**config.mk**
```make
export PLATFORM = sky130hd
export DESIGN_NAME = sc_reg_bank
export DESIGN_NICKNAME = d
export VERILOG_FILES = /design/src/rtl/sc_reg_bank_pkg.sv /design/src/rtl/sc_reg_word.sv /design/src/rtl/sc_reg_bank.sv
export SDC_FILE = /design/constraint.sdc
export NUM_CORES = 1
export LEC_CHECK = 0
export BUFFER_PORTS_ARGS = -buffer_cell sky130_fd_sc_hd__buf_2
export CORE_UTILIZATION = 46
export DETAILED_ROUTE_END_ITERATION = 8
export PLACE_DENSITY_LB_ADDON = 0.25
export SYNTH_ARGS = -nofsm -noshare
export SYNTH_HDL_FRONTEND = slang
export SYNTH_SLANG_ARGS = --single-unit
```
**constraint.sdc**
```tcl
create_clock -name SC_RegBANK_CLOCK_50 -period 0.8 [get_ports SC_RegBANK_CLOCK_50]
set_input_delay 0.04 -clock SC_RegBANK_CLOCK_50 [delete_from_list [all_inputs] [get_ports SC_RegBANK_CLOCK_50]]
set_output_delay 0.04 -clock SC_RegBANK_CLOCK_50 [all_outputs]
set_load 0.005 [all_outputs]
```
**src/rtl/sc_reg_bank_pkg.sv**
```systemverilog
// Shared register-code map and width defaults for the register bank, source
// multiplexer and control unit.
package sc_reg_bank_pkg;

  localparam int DEF_DATAWIDTH_BUS           = 32;
  localparam int DEF_DATAWIDTH_REG_SELECTION = 4;
  localparam logic [31:0] DEF_PC_RESET_VALUE = 32'h0000_0000;

  typedef logic [3:0] reg_code_t;

  localparam reg_code_t REG_G0    = 4'b0000;
  localparam reg_code_t REG_G1    = 4'b0001;
  localparam reg_code_t REG_G2    = 4'b0010;
  localparam reg_code_t REG_G3    = 4'b0011;
  localparam reg_code_t REG_G4    = 4'b0100;
  localparam reg_code_t REG_G5    = 4'b0101;
  localparam reg_code_t REG_G6    = 4'b0110;
  localparam reg_code_t REG_G7    = 4'b0111;
  localparam reg_code_t REG_PC    = 4'b1000;
  localparam reg_code_t REG_TEMP0 = 4'b1001;
  localparam reg_code_t REG_TEMP1 = 4'b1010;
  localparam reg_code_t REG_TEMP2 = 4'b1011;
  localparam reg_code_t REG_TEMP3 = 4'b1100;
  localparam reg_code_t REG_IR    = 4'b1101;

  // g0 is hard-wired zero and codes above IR are unmapped.
  function automatic logic reg_code_writable(input reg_code_t code);
    return (code != REG_G0) && (code <= REG_IR);
  endfunction

endpackage

```
**src/rtl/sc_reg_word.sv**
```systemverilog
// One bank register: async active-low reset to a per-instance value, loads d
// when load is high.
import sc_reg_bank_pkg::*;

module sc_reg_word #(
  parameter int                 WIDTH       = DEF_DATAWIDTH_BUS,
  parameter logic [WIDTH-1:0]   RESET_VALUE = '0
) (
  input  logic             clk,
  input  logic             rst_n,
  input  logic             load,
  input  logic [WIDTH-1:0] d,
  output logic [WIDTH-1:0] q
);

  always_ff @(posedge clk or negedge rst_n) begin
    if (!rst_n) begin
      q <= RESET_VALUE;
    end else if (load) begin
      q <= d;
    end
  end

endmodule

```
**src/rtl/sc_reg_bank.sv**
```systemverilog
// Architectural register bank: g0-g7, PC, Temp0-Temp3, IR with one write port.
// PC fetch-advance is enabled by defining SC_REGBANK_PC_INC_EN.
import sc_reg_bank_pkg::*;

module sc_reg_bank #(
  parameter int                       DATAWIDTH_BUS           = DEF_DATAWIDTH_BUS,
  parameter int                       DATAWIDTH_REG_SELECTION = DEF_DATAWIDTH_REG_SELECTION,
  parameter logic [DATAWIDTH_BUS-1:0] PC_RESET_VALUE          = DEF_PC_RESET_VALUE,
  parameter logic [DATAWIDTH_BUS-1:0] PC_STEP                 = 4
) (
  input  logic                               SC_RegBANK_CLOCK_50,
  input  logic                               SC_RegBANK_RESET_InLow,
  input  logic                               SC_RegBANK_Write_In,
  input  logic [DATAWIDTH_REG_SELECTION-1:0] SC_RegBANK_WriteSel_In,
  input  logic [DATAWIDTH_BUS-1:0]           SC_RegBANK_WriteData_In,
  input  logic                               SC_RegBANK_PcInc_In,
  output logic [DATAWIDTH_BUS-1:0]           SC_RegBANK_g0_Out,
  output logic [DATAWIDTH_BUS-1:0]           SC_RegBANK_g1_Out,
  output logic [DATAWIDTH_BUS-1:0]           SC_RegBANK_g2_Out,
  output logic [DATAWIDTH_BUS-1:0]           SC_RegBANK_g3_Out,
  output logic [DATAWIDTH_BUS-1:0]           SC_RegBANK_g4_Out,
  output logic [DATAWIDTH_BUS-1:0]           SC_RegBANK_g5_Out,
  output logic [DATAWIDTH_BUS-1:0]           SC_RegBANK_g6_Out,
  output logic [DATAWIDTH_BUS-1:0]           SC_RegBANK_g7_Out,
  output logic [DATAWIDTH_BUS-1:0]           SC_RegBANK_PC_Out,
  output logic [DATAWIDTH_BUS-1:0]           SC_RegBANK_Temp0_Out,
  output logic [DATAWIDTH_BUS-1:0]           SC_RegBANK_Temp1_Out,
  output logic [DATAWIDTH_BUS-1:0]           SC_RegBANK_Temp2_Out,
  output logic [DATAWIDTH_BUS-1:0]           SC_RegBANK_Temp3_Out,
  output logic [DATAWIDTH_BUS-1:0]           SC_RegBANK_IR_Out,
  output logic                               SC_RegBANK_WriteErr_Out
);

  localparam int FIRST_IDX = int'(REG_G1);
  localparam int LAST_IDX  = int'(REG_IR);
  localparam int PC_IDX    = int'(REG_PC);

  logic [DATAWIDTH_BUS-1:0] word_q [FIRST_IDX:LAST_IDX];
  logic [DATAWIDTH_BUS-1:0] word_d [FIRST_IDX:LAST_IDX];
  logic                     word_ld [FIRST_IDX:LAST_IDX];

  always_comb begin
    for (int c = FIRST_IDX; c <= LAST_IDX; c++) begin
      word_ld[c] = SC_RegBANK_Write_In &&
                   (SC_RegBANK_WriteSel_In == DATAWIDTH_REG_SELECTION'(c));
      word_d[c]  = SC_RegBANK_WriteData_In;
    end
`ifdef SC_REGBANK_PC_INC_EN
    // An explicit write to PC takes priority over the fetch advance.
    if (SC_RegBANK_PcInc_In && !word_ld[PC_IDX]) begin
      word_ld[PC_IDX] = 1'b1;
      word_d[PC_IDX]  = word_q[PC_IDX] + PC_STEP;
    end
`endif
  end

`ifndef SC_REGBANK_PC_INC_EN
  logic unused_pcinc;
  assign unused_pcinc = SC_RegBANK_PcInc_In ^ (|PC_STEP);
`endif

  for (genvar c = FIRST_IDX; c <= LAST_IDX; c++) begin : g_word
    localparam logic [DATAWIDTH_BUS-1:0] RV = (c == PC_IDX) ? PC_RESET_VALUE : '0;
    sc_reg_word #(
      .WIDTH       (DATAWIDTH_BUS),
      .RESET_VALUE (RV)
    ) u_word (
      .clk   (SC_RegBANK_CLOCK_50),
      .rst_n (SC_RegBANK_RESET_InLow),
      .load  (word_ld[c]),
      .d     (word_d[c]),
      .q     (word_q[c])
    );
  end

  always_ff @(posedge SC_RegBANK_CLOCK_50 or negedge SC_RegBANK_RESET_InLow) begin
    if (!SC_RegBANK_RESET_InLow) begin
      SC_RegBANK_WriteErr_Out <= 1'b0;
    end else if (SC_RegBANK_Write_In) begin
      SC_RegBANK_WriteErr_Out <= !reg_code_writable(SC_RegBANK_WriteSel_In);
    end
  end

  assign SC_RegBANK_g0_Out    = '0;
  assign SC_RegBANK_g1_Out    = word_q[int'(REG_G1)];
  assign SC_RegBANK_g2_Out    = word_q[int'(REG_G2)];
  assign SC_RegBANK_g3_Out    = word_q[int'(REG_G3)];
  assign SC_RegBANK_g4_Out    = word_q[int'(REG_G4)];
  assign SC_RegBANK_g5_Out    = word_q[int'(REG_G5)];
  assign SC_RegBANK_g6_Out    = word_q[int'(REG_G6)];
  assign SC_RegBANK_g7_Out    = word_q[int'(REG_G7)];
  assign SC_RegBANK_PC_Out    = word_q[PC_IDX];
  assign SC_RegBANK_Temp0_Out = word_q[int'(REG_TEMP0)];
  assign SC_RegBANK_Temp1_Out = word_q[int'(REG_TEMP1)];
  assign SC_RegBANK_Temp2_Out = word_q[int'(REG_TEMP2)];
  assign SC_RegBANK_Temp3_Out = word_q[int'(REG_TEMP3)];
  assign SC_RegBANK_IR_Out    = word_q[LAST_IDX];

endmodule

```
==> metrics <==
outcome finished with violations; Final Max Slew Viols 0; ratio of cells with drive above 1 in the final layout 72.9%; MaxCap Viol Count 0; Pleak 12.9 nW; Max Fclk 0.798 GHz; Critical path buffers and inverters 2; worst r2r path cells 3; Distinct cells, synth 24; CP arrival 1.21 ns; Root Driver clkbuf_16; Die H 188 um; initial antenna violation count 1; Seq/Total Area, Yosys 65.7%; Initial Util 47.0%; Final ANT Viol Nets 0; Clock Sinks 417; Final GP Congestion 0.791; Syn Area/Cell 16.4 um^2; crit-path cells buf_6 -> buf_6; crit path kind flip-flop to output port; Multi-input gate area 0.00603 mm^2; fin nets 1,765; CP Max Fanout 2; CTS Buf Count 43; Critical Path Start Type flip-flop; pwr/cell area 2730 mW/mm^2; post-synthesis instance total 967; Routed WL 57,600 um; Seq. cell area 0.0104 mm^2; clk_skew 0 ns; critical path depth 2; DRT Pass-1 Iters 4; Yosys reg bits 417; die area 0.0353 mm^2; aggregate global routing overflow 0; area share of the largest cell type after synthesis 65.7%; worst min path class input pin to asynchronous set/reset pin; RSZ-0062 raised after global routing yes; CTS Hold Bufs 16; failing checks negative hold slack, negative setup slack; Worst-path clk slew 0.07 ns; H-tree levels 2; number of global-route vias before repair 11,600; Internal 50.9 mW; FILL cells 1,996; via/cell ratio 5.26; Critical Path Slowest Stage Cell dfrtp_1; setup ws final -0.453 ns; switching share of power 26.6%; Synth area leaders dfrtp_1 (66%), mux2_2 (28%), buf_4 (1.5%), buf_2 (1.3%), mux2_1 (0.99%); Hold Violations, Final 4; Hold WS -0.0514 ns; Setup Viol. Count Final 794; Worst path top cell family by delay flip-flops; Yosys top cell by area dfrtp_1; Worst-Skew Late Latency 0.54 ns; post-route insts no fill 2,207; CP Capture Type output port; core box area 0.0338 mm^2; via count 11,600; DRC violations left 0; synthesized area 0.0159 mm^2; DR WL/cell 26.1 um; Area Overhead vs Synth 59.8%; dpl cells 1,867; die extent in x 188 um; Final min period 1.25 ns; all-layer global routing usage 29.9%; Ys Warns 0; maximum VDD drop 0.00245 V; Top Ports 489; Tcrit/Tclk final 157%; switching power 18.5 mW; CTS max path bufs 3; pre-CTS setup slack -0.684 ns; data required time of the worst path 0.76 ns; first-pass GRT wire length 77,600 um; sequential power share 41.8%; largest net degree at the start of global routing 67; CTS tree done; initial DRC count 525; clock share of power 30.2%; # port buffers 455; cell mode on critical path buf_6; combinational power share 28.0%; Std-Cell Rows 67; post-detail-place hpwl 30,900 um; max incr delay on CP 0.42 ns
power by group through the flow:
| stage | logic, mW | clock network (mW) | registers [mW] |
|---|---|---|---|
| 6_report | 19.4 | 21.0 | 29.0 |
| 5_1_grt | 20.5 | 22.1 | 29.4 |
| 3_3_place_gp | 13.2 | 0 | 28.5 |
| 3_5_place_dp | 13.4 | 0 | 28.8 |
| 4_1_cts | 16.7 | 21.1 | 28.5 |
| 2_1_floorplan | 5.28 | 0 | 29.1 |
synth_stat cells:
library cell	number
nor4_1	1
nand2b_4	1
nor3_2	4
a21oi_1	1
buf_2	40
nor2_1	4
nand3b_1	1
a31oi_1	1
conb_1	1
nand3_1	2
inv_1	1
or3_1	1
nor4_2	1
mux2_2	402
buf_6	3
nor3b_1	1
buf_4	32
nor2b_1	1
dfrtp_1	417
nand2b_1	1
clkbuf_1	32
nand4_1	2
mux2_1	14
nand2_1	3
flip-flops by register name, summed over array words and instances (netlist names):
name	count
SC_RegBANK_WriteErr_Out	1
g_word.u_word.q	416
path summary, 6_finish.rpt:
path / startpoint / endpoint / slack [ns]
max: g_word[1].u_word.q[5] / SC_RegBANK_g1_Out[5] / -0.45
min: SC_RegBANK_RESET_InLow / g_word[2].u_word.q[3] / -0.05
max reg2reg: g_word[13].u_word.q[29] / g_word[13].u_word.q[29] / -0.19
min reg2reg: g_word[1].u_word.q[30] / g_word[1].u_word.q[30] / 0.49
max in group asynchronous: SC_RegBANK_RESET_InLow / g_word[9].u_word.q[16] / 0.17
min in group SC_RegBANK_CLOCK_50: SC_RegBANK_WriteData_In[20] / g_word[1].u_word.q[20] / 0.03
cells by family after synthesis:
logic type      share of synthesized area, %
compound gates                        0.0709
buf+inv                                 3.76
flops                                   65.7
mux                                     29.5
other cells                           0.0236
simple gates                           0.977
layout make-up:
| class | instances | share of cell area, % |
|---|---|---|
| Antenna cell | 1 | 0.00986 |
| Clock buffer | 60 | 5.09 |
| Clock inverter | 18 | 0.759 |
| Inverter | 1 | 0.0148 |
| Multi-Input combinational cell | 473 | 23.8 |
| Sequential cell | 417 | 41.1 |
| Tap cell | 448 | 2.21 |
| Timing Repair Buffer | 789 | 27.0 |
metrics by stage:
step | total power, mW | instance area [um^2] | util, % | TNS, ns
floorplan | 34.4 | 16500 | - | -150.45
global placement | 41.7 | 19500 | 57.7 | -242.57
detailed placement | 42.2 | 19500 | 57.7 | -246.46
CTS | 66.3 | 23900 | 70.6 | -147.53
global route | 72.0 | 25400 | 75.1 | -180.44
finish | 69.3 | 25400 | 75.1 | -163.01
worst register-to-register path, stage by stage (launching register included):
cell	delay, ns
dfrtp_1	0.40
buf_6	0.12
buf_6	0.10
mux2_4	0.26
cells in the final DEF (no fill, tap or decap), types with 2 or more instances in the layout:
cell type,instances
buf_16,26
mux2_1,2
clkbuf_1,4
buf_12,51
dlymetal6s4s_1,2
clkbuf_8,11
buf_2,416
dlygate4sd3_1,13
nand2_4,2
nand3_4,2
nand2b_4,2
buf_4,115
nor3_4,4
buf_6,146
buf_8,12
clkbuf_16,53
mux2_4,243
mux2_2,171
nand4_1,2
conb_1,32
nor2_4,3
clkinv_2,13
dfrtp_1,417
bufinv_16,4
layer usage:
metal	vias to the layer above	GRT usage, %	share of wire [%]
met5	-	0	0
met4	0	13.0	4.1
met3	122	6.78	5.8
met2	486	49.3	50
met1	6156	37.8	40
li1	4844	-	-
repair_timing:
item | in CTS | in global routing
pin swaps | 10 | 14
setup buffers | 136 | 124
resized for setup | 217 | 217
endpoints found under the hold margin | 462 | 4
cloned | 31 | 10
setup endpoints to repair | 724 | 809
No activity file was read; power rests on OpenSTA's default activity.
